File: src/rtl/qaccel_pkg.sv
// Shared types and defaults for the quantum-core gate sequencer.
//   gate_type_t : 2-bit gate opcode
//   gate_cmd_t  : one queued gate command (type + 32-bit parameters)
//   seq_state_t : sequencer FSM states
package qaccel_pkg;

  typedef logic [1:0] gate_type_t;

  typedef struct packed {
    gate_type_t  gtype;
    logic [31:0] params;
  } gate_cmd_t;

  typedef enum logic [2:0] {
    S_IDLE,
    S_ISSUE,
    S_WAIT,
    S_DONE,
    S_ERROR
  } seq_state_t;

  localparam int unsigned DEFAULT_DEPTH   = 16;
  localparam int unsigned DEFAULT_TIMEOUT = 1024;

endpackage

File: src/rtl/gate_cmd_fifo.sv
// Synchronous FIFO of gate commands.
//   clk, rst  : clock, synchronous active-high reset
//   push      : write push_cmd (accepted when not full, or when a pop frees
//               the slot in the same cycle)
//   pop       : drop the head entry (ignored when empty)
//   flush     : empty the FIFO; wins over push and pop
//   head      : combinational view of the oldest entry
//   count     : number of stored entries
//   empty/full: count == 0 / count == DEPTH
module gate_cmd_fifo
  import qaccel_pkg::*;
#(
  parameter int unsigned DEPTH = DEFAULT_DEPTH
) (
  input  logic                     clk,
  input  logic                     rst,
  input  logic                     push,
  input  gate_cmd_t                push_cmd,
  input  logic                     pop,
  input  logic                     flush,
  output gate_cmd_t                head,
  output logic [$clog2(DEPTH):0]   count,
  output logic                     empty,
  output logic                     full
);

  localparam int unsigned AW = $clog2(DEPTH);
  localparam int unsigned CW = AW + 1;
  localparam logic [CW-1:0] FULL_CNT = CW'(DEPTH);

  gate_cmd_t         mem [DEPTH];
  logic [AW-1:0]     rd_ptr;
  logic [AW-1:0]     wr_ptr;
  logic              do_push;
  logic              do_pop;

  assign empty   = (count == '0);
  assign full    = (count == FULL_CNT);
  assign head    = mem[rd_ptr];
  assign do_pop  = pop && !empty;
  assign do_push = push && (!full || do_pop);

  // Storage carries no reset; validity is tracked by the pointers.
  always_ff @(posedge clk) begin
    if (do_push && !flush) begin
      mem[wr_ptr] <= push_cmd;
    end
  end

  always_ff @(posedge clk) begin
    if (rst || flush) begin
      rd_ptr <= '0;
      wr_ptr <= '0;
      count  <= '0;
    end else begin
      if (do_push) begin
        wr_ptr <= wr_ptr + 1'b1;
      end
      if (do_pop) begin
        rd_ptr <= rd_ptr + 1'b1;
      end
      case ({do_push, do_pop})
        2'b10:   count <= count + 1'b1;
        2'b01:   count <= count - 1'b1;
        default: count <= count;
      endcase
    end
  end

endmodule

File: src/rtl/gate_sequencer.sv
// Issues queued gate commands to the quantum core one at a time.
//   clk, rst         : clock, synchronous active-high reset
//   push_*           : command push interface into the internal FIFO
//   run, abort       : start a run (sampled in IDLE) / stop and flush
//   busy, done_pulse : status; done_pulse marks a normally completed run
//   error            : sticky WAIT timeout flag, cleared by the next run
//   gates_executed   : saturating count of gates completed in this run
//   fifo_count       : queued entries
//   last_result      : result_data captured during the latest WAIT
//   gate_start/type/params : one-cycle issue strobe and held command
//   gate_done, result_data, result_valid : core responses
module gate_sequencer
  import qaccel_pkg::*;
#(
  parameter int unsigned DEPTH   = DEFAULT_DEPTH,
  parameter int unsigned TIMEOUT = DEFAULT_TIMEOUT,
  parameter int unsigned CNT_W   = 16
) (
  input  logic                     clk,
  input  logic                     rst,
  input  logic                     push_valid,
  output logic                     push_ready,
  input  logic [1:0]               push_type,
  input  logic [31:0]              push_params,
  input  logic                     run,
  input  logic                     abort,
  output logic                     busy,
  output logic                     done_pulse,
  output logic                     error,
  output logic [CNT_W-1:0]         gates_executed,
  output logic [$clog2(DEPTH):0]   fifo_count,
  output logic [31:0]              last_result,
  output logic                     gate_start,
  output logic [1:0]               gate_type,
  output logic [31:0]              gate_params,
  input  logic                     gate_done,
  input  logic [31:0]              result_data,
  input  logic                     result_valid
);

  localparam int unsigned TW = (TIMEOUT > 1) ? $clog2(TIMEOUT) : 1;
  localparam logic [TW-1:0] TIMER_LAST = TW'(TIMEOUT - 1);

  seq_state_t        state;
  logic [TW-1:0]     timer;
  gate_cmd_t         push_cmd;
  gate_cmd_t         head_cmd;
  logic              fifo_push;
  logic              fifo_pop;
  logic              fifo_flush;
  logic              fifo_empty;
  logic              fifo_full;

  assign push_cmd   = '{gtype: push_type, params: push_params};
  assign push_ready = !abort && (!fifo_full || fifo_pop);
  assign fifo_push  = push_valid && push_ready;
  assign fifo_flush = abort || (state == S_ERROR);

  // The head is popped on the edge that enters ISSUE, so the same edge
  // loads gate_type/gate_params and a full FIFO can accept a push then.
  always_comb begin
    fifo_pop = 1'b0;
    if (!abort && !fifo_empty) begin
      if (state == S_IDLE && run) begin
        fifo_pop = 1'b1;
      end else if (state == S_WAIT && gate_done) begin
        fifo_pop = 1'b1;
      end
    end
  end

  gate_cmd_fifo #(
    .DEPTH (DEPTH)
  ) u_fifo (
    .clk      (clk),
    .rst      (rst),
    .push     (fifo_push),
    .push_cmd (push_cmd),
    .pop      (fifo_pop),
    .flush    (fifo_flush),
    .head     (head_cmd),
    .count    (fifo_count),
    .empty    (fifo_empty),
    .full     (fifo_full)
  );

  // Outputs are decoded from the next state so they line up with it.
  always_ff @(posedge clk) begin
    if (rst) begin
      state          <= S_IDLE;
      timer          <= '0;
      busy           <= 1'b0;
      done_pulse     <= 1'b0;
      error          <= 1'b0;
      gate_start     <= 1'b0;
      gate_type      <= '0;
      gate_params    <= '0;
      gates_executed <= '0;
      last_result    <= '0;
    end else begin
      gate_start <= 1'b0;
      done_pulse <= 1'b0;
      if (abort) begin
        state <= S_IDLE;
        busy  <= 1'b0;
      end else begin
        case (state)
          S_IDLE: begin
            if (run) begin
              gates_executed <= '0;
              error          <= 1'b0;
              busy           <= 1'b1;
              if (!fifo_empty) begin
                state       <= S_ISSUE;
                gate_start  <= 1'b1;
                gate_type   <= head_cmd.gtype;
                gate_params <= head_cmd.params;
              end else begin
                state      <= S_DONE;
                done_pulse <= 1'b1;
              end
            end
          end
          S_ISSUE: begin
            state <= S_WAIT;
            timer <= '0;
          end
          S_WAIT: begin
            timer <= timer + 1'b1;
            if (result_valid) begin
              last_result <= result_data;
            end
            // gate_done is checked first so a completion on the final
            // timer cycle still counts as success.
            if (gate_done) begin
              if (gates_executed != '1) begin
                gates_executed <= gates_executed + 1'b1;
              end
              if (!fifo_empty) begin
                state       <= S_ISSUE;
                gate_start  <= 1'b1;
                gate_type   <= head_cmd.gtype;
                gate_params <= head_cmd.params;
              end else begin
                state      <= S_DONE;
                done_pulse <= 1'b1;
              end
            end else if (timer == TIMER_LAST) begin
              state <= S_ERROR;
              error <= 1'b1;
            end
          end
          S_DONE: begin
            state <= S_IDLE;
            busy  <= 1'b0;
          end
          S_ERROR: begin
            state <= S_IDLE;
            busy  <= 1'b0;
          end
          default: begin
            state <= S_IDLE;
            busy  <= 1'b0;
          end
        endcase
      end
    end
  end

endmodule

File: config.mk
export PLATFORM = sky130hd
export DESIGN_NAME = gate_sequencer
export DESIGN_NICKNAME = d
export VERILOG_FILES = /design/src/rtl/qaccel_pkg.sv /design/src/rtl/gate_cmd_fifo.sv /design/src/rtl/gate_sequencer.sv
export SDC_FILE = /design/constraint.sdc
export NUM_CORES = 1
export LEC_CHECK = 0
export ABC_AREA = 1
export BUFFER_PORTS_ARGS = -buffer_cell sky130_fd_sc_hd__buf_2
export CORE_ASPECT_RATIO = 1.2
export CORE_MARGIN = 2
export CORE_UTILIZATION = 45
export CTS_BUF_LIST = sky130_fd_sc_hd__clkbuf_2 sky130_fd_sc_hd__clkbuf_4 sky130_fd_sc_hd__clkbuf_8
export CTS_CLUSTER_SIZE = 28
export DETAILED_ROUTE_END_ITERATION = 12
export SYNTH_ARGS = -nofsm -noshare
export SYNTH_HDL_FRONTEND = slang
export SYNTH_SLANG_ARGS = --single-unit
File: constraint.sdc
create_clock -name clk -period 4.2 [get_ports clk]
set_input_delay 0.21 -clock clk [delete_from_list [all_inputs] [get_ports clk]]
set_output_delay 0.21 -clock clk [all_outputs]
set_load 0.03 [all_outputs]
==> key figures <==
Status
  – Run status: complete, no violations

Timing
  – Final hold vios: 0
  – Fin worst setup slack: 1060 ps
  – RSZ-0062 raised after global routing: no
  – Max Fclk: 0.319 GHz
  – TNS Setup: 0 ps
  – Min Hold Slack: 76.2 ps
  – Actual slew at the worst max-slew pin: 1120 ps
  – Slew Limit Fails: 0
  – Fin crit period: 3140 ps
  – Normalized max-slew margin: 0.252
  – Final setup vio count: 0
  – Clock Skews: 29.8 ps
  – Final period util: 0.747

Floorplanning
  – Core area: 0.0595 mm^2
  – # rows: 98
  – Die Wd: 228 um
  – Initial Util: 0.454
  – I/O pin cnt: 165
  – Die height: 272 um
  – Die ar.: 0.0620 mm^2

Global routing
  – Total track usage: 0.225
  – Total grt overflow: 0
  – First-pass GRT wire length: 106000 um
  – Vias in the first global route: 18500
  – Largest net degree at the start of global routing: 179
  – Initial antenna violation count: 1

Clock tree
  – TritonCTS Sinks: 660
  – Clock root cell: clkbuf_8
  – CTS buffer count: 104
  – Quantity of gates resized following cts: 0
  – Clk buf depth: 3
  – CTS tree: done
  – Worst skew pair latency: 700 ps
  – Reg clk slew, reported paths: 60 ps
  – H-tree levels: 3

Worst setup path
  – Worst Setup Start Kind: register
  – FF-to-FF setup slack: 1060 ps
  – Critical path class: reg2reg
  – Crit path required time: 4600 ps
  – CP endpoint kind: register
  – CP arrival: 3540 ps
  – Critical path fanouts, max: 24

Pwr
  – Cell leakage power: 11.5 nW
  – Maximum vdd ir drop: 0.000271 V
  – Sequential power share: 0.541
  – Int Power: 10.2 mW
  – Clock power share: 0.411
  – Logic pwr share: 0.048
  – Switching power: 2.99 mW
  – Pwr dens: 422 mW/mm^2
  – Sw frac: 0.226

Synthesis
  – Synthesized instance count: 2499
  – Multiplexer share of the synthesized area: 0
  – Syn Area/Cell: 10.8 um^2
  – Largest family of logic cells by synthesized area: simple AND/OR/NAND/NOR gates
  – Synth async-reset ratio: 0
  – XOR/XNOR share of the synthesized area: 0.00422
  – Netlist cell types: 32
  – Synth Area in Simple Gates: 0.184
  – Ys Warns: 0
  – Post-Synthesis Net Count: 2584
  – Synth Area in Compound Gates: 0.0661
  – Yosys reg bits: 660
  – Post-synth top flop: edfxtp_1
  – Sequential area share after synthesis: 0.691
  – Adder-Cell Fraction of Synth Area: 0.00584
  – Synthesized area: 0.0270 mm^2
  – Number of synthesized flops with an enable pin: 544

Placed design
  – GPL Wtd Cong: 0.865
  – Post-Place Cell Area: 0.0285 mm^2
  – IO Port Bufs: 164
  – Pre-CTS setup slack: 1090 ps
  – HPWL after DPL: 39000 um

Cells and area
  – Multi-input logic area: 0.00714 mm^2
  – Fillers: 5166
  – Layout cells sized above 1: 0.145
  – Design area: 0.0313 mm^2
  – Fin nets: 2816
  – Register Area: 0.0187 mm^2
  – Area Growth Syn to Fin: 16.0%

Drt
  – Vias/cell: 5.28
  – Antenna viol nets, final: 0
  – Initial drt markers: 1804
  – Wirelength, routed: 70100 um
  – Drt pass-1 iters: 5
  – DRC violation count after routing: 0
  – Vias after detailed routing: 19100
  – WL/cell: 19.4 um

Hold path
  – Min-delay worst type: in2reg

Run
  – Max Cap Viol: 0
## routing by layer
layer	vias up	GRT usage	share of wire
li1	9063	-	-
met4	0	0.0703	0.021
met5	-	0	0
met1	9234	0.300	0.42
met3	102	0.0414	0.079
met2	705	0.374	0.48
## layout by cell type, fill, tap and decap left out, drive strengths merged
cell,n
nand4,15
nor3b,1
inv,156
nor3,7
o21ai,202
nand2,366
bufinv,3
o21a,1
ha,11
fa,1
xor2,11
o211ai,57
o21bai,2
buf,196
a21oi,63
clkinv,39
diode,2
nor2,509
nand3,296
xnor2,2
dlygate4sd3,71
edfxtp,544
clkbuf,144
dfxtp,116
a31o,1
clkinvlp,2
## stage by stage
stage / util / total power [mW] / instances
floorplan: - / 7.63 / 2499
global placement: 0.480 / 7.87 / 3354
detailed placement: 0.480 / 7.88 / 3354
CTS: 0.527 / 13.4 / 3616
global route: 0.527 / 13.7 / 3617
finish: 0.527 / 13.2 / 3618
## area by class of cell
class | count | share of cell area
sequential | 660 | 0.596
clock inverter | 47 | 0.00967
clock buffer | 144 | 0.0567
multi-input combinational | 1545 | 0.228
inverter | 153 | 0.0187
timing repair buffer | 267 | 0.0586
tap | 800 | 0.0320
antenna | 2 | 0.000160
## power groups by stage
| stage | Sequential [mW] | Clock, mW | Combinational (mW) |
|---|---|---|---|
| 3_3_place_gp | 7.29 | 0 | 0.582 |
| 2_1_floorplan | 7.34 | 0 | 0.287 |
| 3_5_place_dp | 7.29 | 0 | 0.587 |
| 5_1_grt | 7.16 | 5.85 | 0.704 |
| 4_1_cts | 7.15 | 5.56 | 0.641 |
| 6_report | 7.16 | 5.44 | 0.639 |
## worst paths after layout
path / startpoint / endpoint / cells past startpoint
max: state[0] / u_fifo.mem[1][5] / 10
min: result_valid / last_result[10] / 3
max reg2reg: state[0] / u_fifo.mem[1][5] / 10
min reg2reg: timer[4] / timer[4] / 2
## sequential cells by signal, indices dropped and copies added, names as in the netlist, named ones only
name	cells
gate_start	1
gates_executed	16
done_pulse	1
busy	1
last_result	32
gate_type	2
u_fifo.count	5
error	1
u_fifo.rd_ptr	4
gate_params	32
timer	10
u_fifo.wr_ptr	4
state	3
u_fifo.mem	544
## worst max-delay path: stages (launching register included)
cell	delay [ps]
dfxtp_1	350
nor2_2	130
nand2_2	200
nor2_2	220
inv_1	110
nand3_2	110
nand3_2	190
inv_1	130
nand2_1	230
nor2_4	810
buf_4	340
## cells by family (layout without fill, tap and decap cells)
logic type / after synthesis / count (layout)
XOR/XNOR: 13 / 13
AND/OR/NAND/NOR: 1194 / 1194
adder cells (fa/ha/maj): 12 / 12
flip-flops: 660 / 660
AO/OA/AOI/OAI: 326 / 326
other: 0 / 2
buffers and inverters: 294 / 611
## cell usage after synthesis, drive strengths merged (7+ instances only)
master,instances,area share
nand3,296,0.055
dfxtp,116,0.086
o21ai,202,0.037
nand4,15,0.0035
nor2,509,0.072
xor2,11,0.0036
nor3,7,0.0013
ha,11,0.0051
buf,90,0.021
a21oi,63,0.012
edfxtp,544,0.60
clkbuf,51,0.0071
inv,152,0.021
nand2,366,0.052
o211ai,57,0.016
## what timing repair did
action,CTS,global route
setup buffers,0,0
endpoints found under the setup margin,0,0
hold endpoints to repair,589,0
hold buffers,71,0
Note: power is estimated with default switching activity, not from simulation.
